**src/rtl/mac_mgnt_push.sv**
```systemverilog
// Per-frame statistics producer: queues {flags,len} records and hands them to the
// management counter block over a 4-phase valid/resp handshake with a locally synchronised resp.
module mac_mgnt_push #(
  parameter int FIFO_DEPTH  = 4,
  parameter int FLAG_WIDTH  = 8,
  parameter int LEN_WIDTH   = 12,
  parameter int SYNC_STAGES = 2,
  localparam int DW = FLAG_WIDTH + LEN_WIDTH
) (
  input  logic                  clk_if,
  input  logic                  rst_if,
  input  logic                  stat_valid,
  input  logic [FLAG_WIDTH-1:0] stat_flags,
  input  logic [LEN_WIDTH-1:0]  stat_len,
  output logic                  mgnt_valid,
  input  logic                  mgnt_resp,
  output logic [DW-1:0]         mgnt_data,
  output logic                  fifo_full,
  output logic [15:0]           drop_cnt
);

  localparam int AW = $clog2(FIFO_DEPTH);

  localparam logic [4:0] S_IDLE = 5'b00001;
  localparam logic [4:0] S_LOAD = 5'b00010;
  localparam logic [4:0] S_REQ  = 5'b00100;
  localparam logic [4:0] S_WACK = 5'b01000;
  localparam logic [4:0] S_WREL = 5'b10000;

  logic [DW-1:0]          mem [FIFO_DEPTH];
  logic [AW:0]            wr_ptr_reg;
  logic [AW:0]            rd_ptr_reg;
  logic [SYNC_STAGES-1:0] sync_reg;
  logic [4:0]             state_reg;
  logic [4:0]             state_next;
  logic                   resp_s;
  logic                   empty;
  logic                   pop;
  logic                   push;
  logic                   drop;

  assign resp_s    = sync_reg[SYNC_STAGES-1];
  assign empty     = (wr_ptr_reg == rd_ptr_reg);
  assign fifo_full = (wr_ptr_reg[AW] != rd_ptr_reg[AW]) &&
                     (wr_ptr_reg[AW-1:0] == rd_ptr_reg[AW-1:0]);
  assign pop       = (state_reg == S_LOAD);
  // A pop in the same cycle frees the slot, so a write on full is still accepted.
  assign push      = stat_valid && (!fifo_full || pop);
  assign drop      = stat_valid && fifo_full && !pop;

  always_ff @(posedge clk_if) begin
    if (push) begin
      mem[wr_ptr_reg[AW-1:0]] <= {stat_flags, stat_len};
    end
  end

  always_ff @(posedge clk_if or negedge rst_if) begin
    if (!rst_if) begin
      wr_ptr_reg <= '0;
      rd_ptr_reg <= '0;
      drop_cnt   <= '0;
      sync_reg   <= '0;
    end else begin
      sync_reg <= {sync_reg[SYNC_STAGES-2:0], mgnt_resp};
      if (push) begin
        wr_ptr_reg <= wr_ptr_reg + 1'b1;
      end
      if (pop) begin
        rd_ptr_reg <= rd_ptr_reg + 1'b1;
      end
      if (drop && (drop_cnt != 16'hFFFF)) begin
        drop_cnt <= drop_cnt + 16'd1;
      end
    end
  end

  // stat_valid counts as non-empty in IDLE so a fresh record is loaded one cycle after its pulse.
  always_comb begin
    state_next = state_reg;
    case (state_reg)
      S_IDLE: if ((!empty || stat_valid) && !resp_s) state_next = S_LOAD;
      S_LOAD: state_next = S_REQ;
      S_REQ:  state_next = S_WACK;
      S_WACK: if (resp_s) state_next = S_WREL;
      S_WREL: if (!resp_s) state_next = S_IDLE;
      default: state_next = S_IDLE;
    endcase
  end

  always_ff @(posedge clk_if or negedge rst_if) begin
    if (!rst_if) begin
      state_reg  <= S_IDLE;
      mgnt_valid <= 1'b0;
      mgnt_data  <= '0;
    end else begin
      state_reg <= state_next;
      case (state_reg)
        S_LOAD: mgnt_data <= mem[rd_ptr_reg[AW-1:0]];
        S_REQ:  mgnt_valid <= 1'b1;
        S_WACK: if (resp_s) mgnt_valid <= 1'b0;
        default: ;
      endcase
    end
  end

endmodule

```
**config.mk**
```make
export PLATFORM = sky130hd
export DESIGN_NAME = mac_mgnt_push
export DESIGN_NICKNAME = d
export VERILOG_FILES = /design/src/rtl/mac_mgnt_push.sv
export SDC_FILE = /design/constraint.sdc
export NUM_CORES = 1
export LEC_CHECK = 0
export CAP_MARGIN = 5
export CORE_MARGIN = 2
export CORE_UTILIZATION = 50
export CTS_CLUSTER_SIZE = 8
export DETAILED_ROUTE_END_ITERATION = 16
export GPL_TIMING_DRIVEN = 0
export PLACE_DENSITY = 0.73
export SKIP_LAST_GASP = 1
export SLEW_MARGIN = 20
export SYNTH_ARGS = -nofsm -noshare
export SYNTH_HDL_FRONTEND = slang
export SYNTH_SLANG_ARGS = --single-unit
export TNS_END_PERCENT = 100
```
**constraint.sdc**
```tcl
create_clock -name clk_if -period 3.28 [get_ports clk_if]
set_input_delay 0.492 -clock clk_if [delete_from_list [all_inputs] [get_ports clk_if]]
set_output_delay 0.492 -clock clk_if [all_outputs]
set_load 0.1 [all_outputs]
```
==> metrics.cfg <==
[synthesis]
syn_area_um2=5140
synth_cell_type_count=43
syn_inst=281
yosys_warnings=0
synth_area_leaders=edfxtp_1 47%, dfrtp_1 24%, mux4_2 8.8%
syn_avg_cell_area_um2=18.3
yosysTopAreaCellShare=0.468
synth_top_family_by_area=multiplexers
synth_compound_area_frac=0.0114
synthAdderAreaFrac=0.0146
syn-num-nets=311
synthMuxAreaShare=0.138
yosys.area_share.simple=0.0672
synth_seq_cells=130
synthXorXnorAreaFrac=0.0375
ys_seq_area_frac=0.712
yosysTopAreaCell=edfxtp_1

[layout]
seq_area_um2=3650
num-nets-final=392
n_antenna_cell=0
drive_gt1_frac=0.243
largest_register_ffs=80
fill_cells=668
areaGrowthSynthToFinish_pct=26.2
multi_input_area_um2=1380

[floorplanning]
ioPinCount=62
start_util=0.521
die-area_um2=11100
rows=36
die_w_um=105
die_y_um=105
core_um2=9860

[critical_path]
required_ps=2790
worstPathMaxFanout=5
path_class=register to output port
critical_path_arrival_ps=2720
crit_buf_inv=1
cpMaxStageDelayCell=clkdlybuf4s50_1
crit_path_cell_trace=xor2_1 > nor3b_2 > clkdlybuf4s50_1
worstSetupStartpoint=rd_ptr_reg[1]
worst_r2r_path_depth=6
crit_end=fifo_full
rr_startpoint=state_reg[3]
r2r-end=mem[2][15]
critPathTopFamily=buffers and inverters
startpoint_type=register
r2r_slack_ps=300
path_depth=3
end_kind=output port
cpPeakStageDelay_ps=1200

[route]
drt_first_pass_iters=4
ant_nets=0
vias=2709
wire_per_inst_um=17.2
post-route-drc-count=0
finalWirelength_um=8720
first_iter_violations=106
via_per_inst=5.33

[global_routing]
antenna_found_initial=0
grt_max_degree=51
grt_pass1_wl_um=14200
grt_pass1_vias=2739
grt_usage=0.172
grt-ovfl-total=0

[min_path]
hold_path_class=input pin to async pin

[timing]
slew_headroom=0.273
finalSetupTns_ps=0
hold_slack_ps=20.1
finalCritPeriodShare=0.980
fmax_ghz=0.311
slew_viol_final=0
finalCriticalPeriod_ps=3210
tightestPinTransition_ps=1090
skew_ps=9.20
setup_violations=0
grt_setup_unrepaired=no
timing_hold_violations_final=0

[clock_network]
cts_setup_buffers=0
clockRootBuffer=clkbuf_8
cts_hold_buf=0
clock_latency_ps=520
h-tree-depth=4
clockBufferDepth=2
path_clk_slew_ps=60
cts_tree=done
cts.sinks=130
cts_resized=0
numCtsBuffers=17

[placed_design]
place_hpwl_um=5300
finalWeightedCongestion=0.812
numPortBuffers=61

[pwr]
leakage_uw=0.00239
ir_worst_vdd_v=0.000662
power.density_nw_per_um2=1050

[job]
drv_cap=0

[status]
status=completed

## worst reg2reg max path, stage by stage (launching register included)
cell and delay, ps:
dfrtp_1 370, buf_6 130, or3_1 380, or3b_1 390, buf_6 140, a21boi_2 260, and2_1 910
## stage by stage
step / util / instance area, µm² / setup slack (ps) / std cells / total power (µW)
detailed placement: 0.602 / 5940 / 262 / 476 / 5180
global route: 0.657 / 6480 / 13.8 / 508 / 7100
floorplan: - / 5140 / 259 / 281 / 4500
finish: 0.657 / 6480 / 67.1 / 508 / 6810
global placement: 0.600 / 5920 / 25.2 / 475 / 5120
CTS: 0.657 / 6480 / 54.8 / 508 / 6890
## synth_stat cells
master and number:
edfxtp_1 80, dfrtp_1 49, mux2_2 20, mux4_2 20
xnor2_1 18, nand2_1 8, nand4_1 8, ha_1 6
and2_1 5, and3_1 5, and4_1 4, nor2_1 4
nor3_1 4, xor2_1 4, a21oi_1 3, a31oi_1 3
buf_6 3, clkbuf_1 3, inv_1 3, nand3_2 3
and3_2 2, buf_1 2, buf_4 2, mux2i_1 2
nor4_1 2, a21boi_2 1, and2_0 1, and2_2 1
buf_2 1, buf_8 1, clkinv_1 1, dfstp_2 1
mux2_1 1, nand2b_1 1, nand3_1 1, nand4_2 1
nand4b_1 1, nor2b_1 1, nor3b_1 1, o21ai_0 1
o41ai_1 1, or3_1 1, or3b_1 1
## power breakdown
group	internal (µW)	leakage (µW)	switching [µW]
registers	2210	0.00136	205
clock network	948	0.000260	739
logic	862	0.000767	1850
## worst min-delay path by stage
stage                            from           end  slack [ps]  depth (start not counted)
final                          rst_if  state_reg[3]          20                          1
after global routing           rst_if  state_reg[3]          70                          1
after CTS                      rst_if   drop_cnt[4]          30                          1
after detailed placement  sync_reg[0]   sync_reg[1]         330                          0
after global placement    sync_reg[0]   sync_reg[1]         340                          0
after floorplan                rst_if   drop_cnt[0]         200                          0
## kinds of logic after synthesis
group,Yosys count
xor gates and xnor gates,22
adders and majority gates,6
buffers and inverters,16
DFF,130
and+or+nand+nor,55
AOI/OAI and AO/OA,9
muxes,43
## cells in the final DEF (no fill, tap or decap), types with 5 or more instances in the layout
cell,instances
clkdlybuf4s50_1,60
mux4_2,20
mux2_2,20
xnor2_1,18
and3_1,5
clkbuf_16,16
inv_6,5
ha_1,6
and2_1,5
nand2_1,8
dfrtp_1,49
edfxtp_1,80
nand4_1,8
## final cells by class
class / instances / share of cell area
plain buffers: 12 / 0.0135
clock buffers: 17 / 0.0639
clock inverters: 15 / 0.0193
inverters: 4 / 0.00232
multi-input cells: 135 / 0.213
flip-flops and latches: 130 / 0.564
well taps: 133 / 0.0257
repair buffers: 62 / 0.0981
## layer usage
metal | track usage | vias up | part of all wire
li1 | - | 1249 | -
met1 | 0.227 | 1365 | 0.44
met2 | 0.263 | 81 | 0.48
met3 | 0.0575 | 14 | 0.058
met4 | 0.0724 | 0 | 0.015
met5 | 0 | - | 0
No activity file was read; power rests on OpenSTA's default activity.
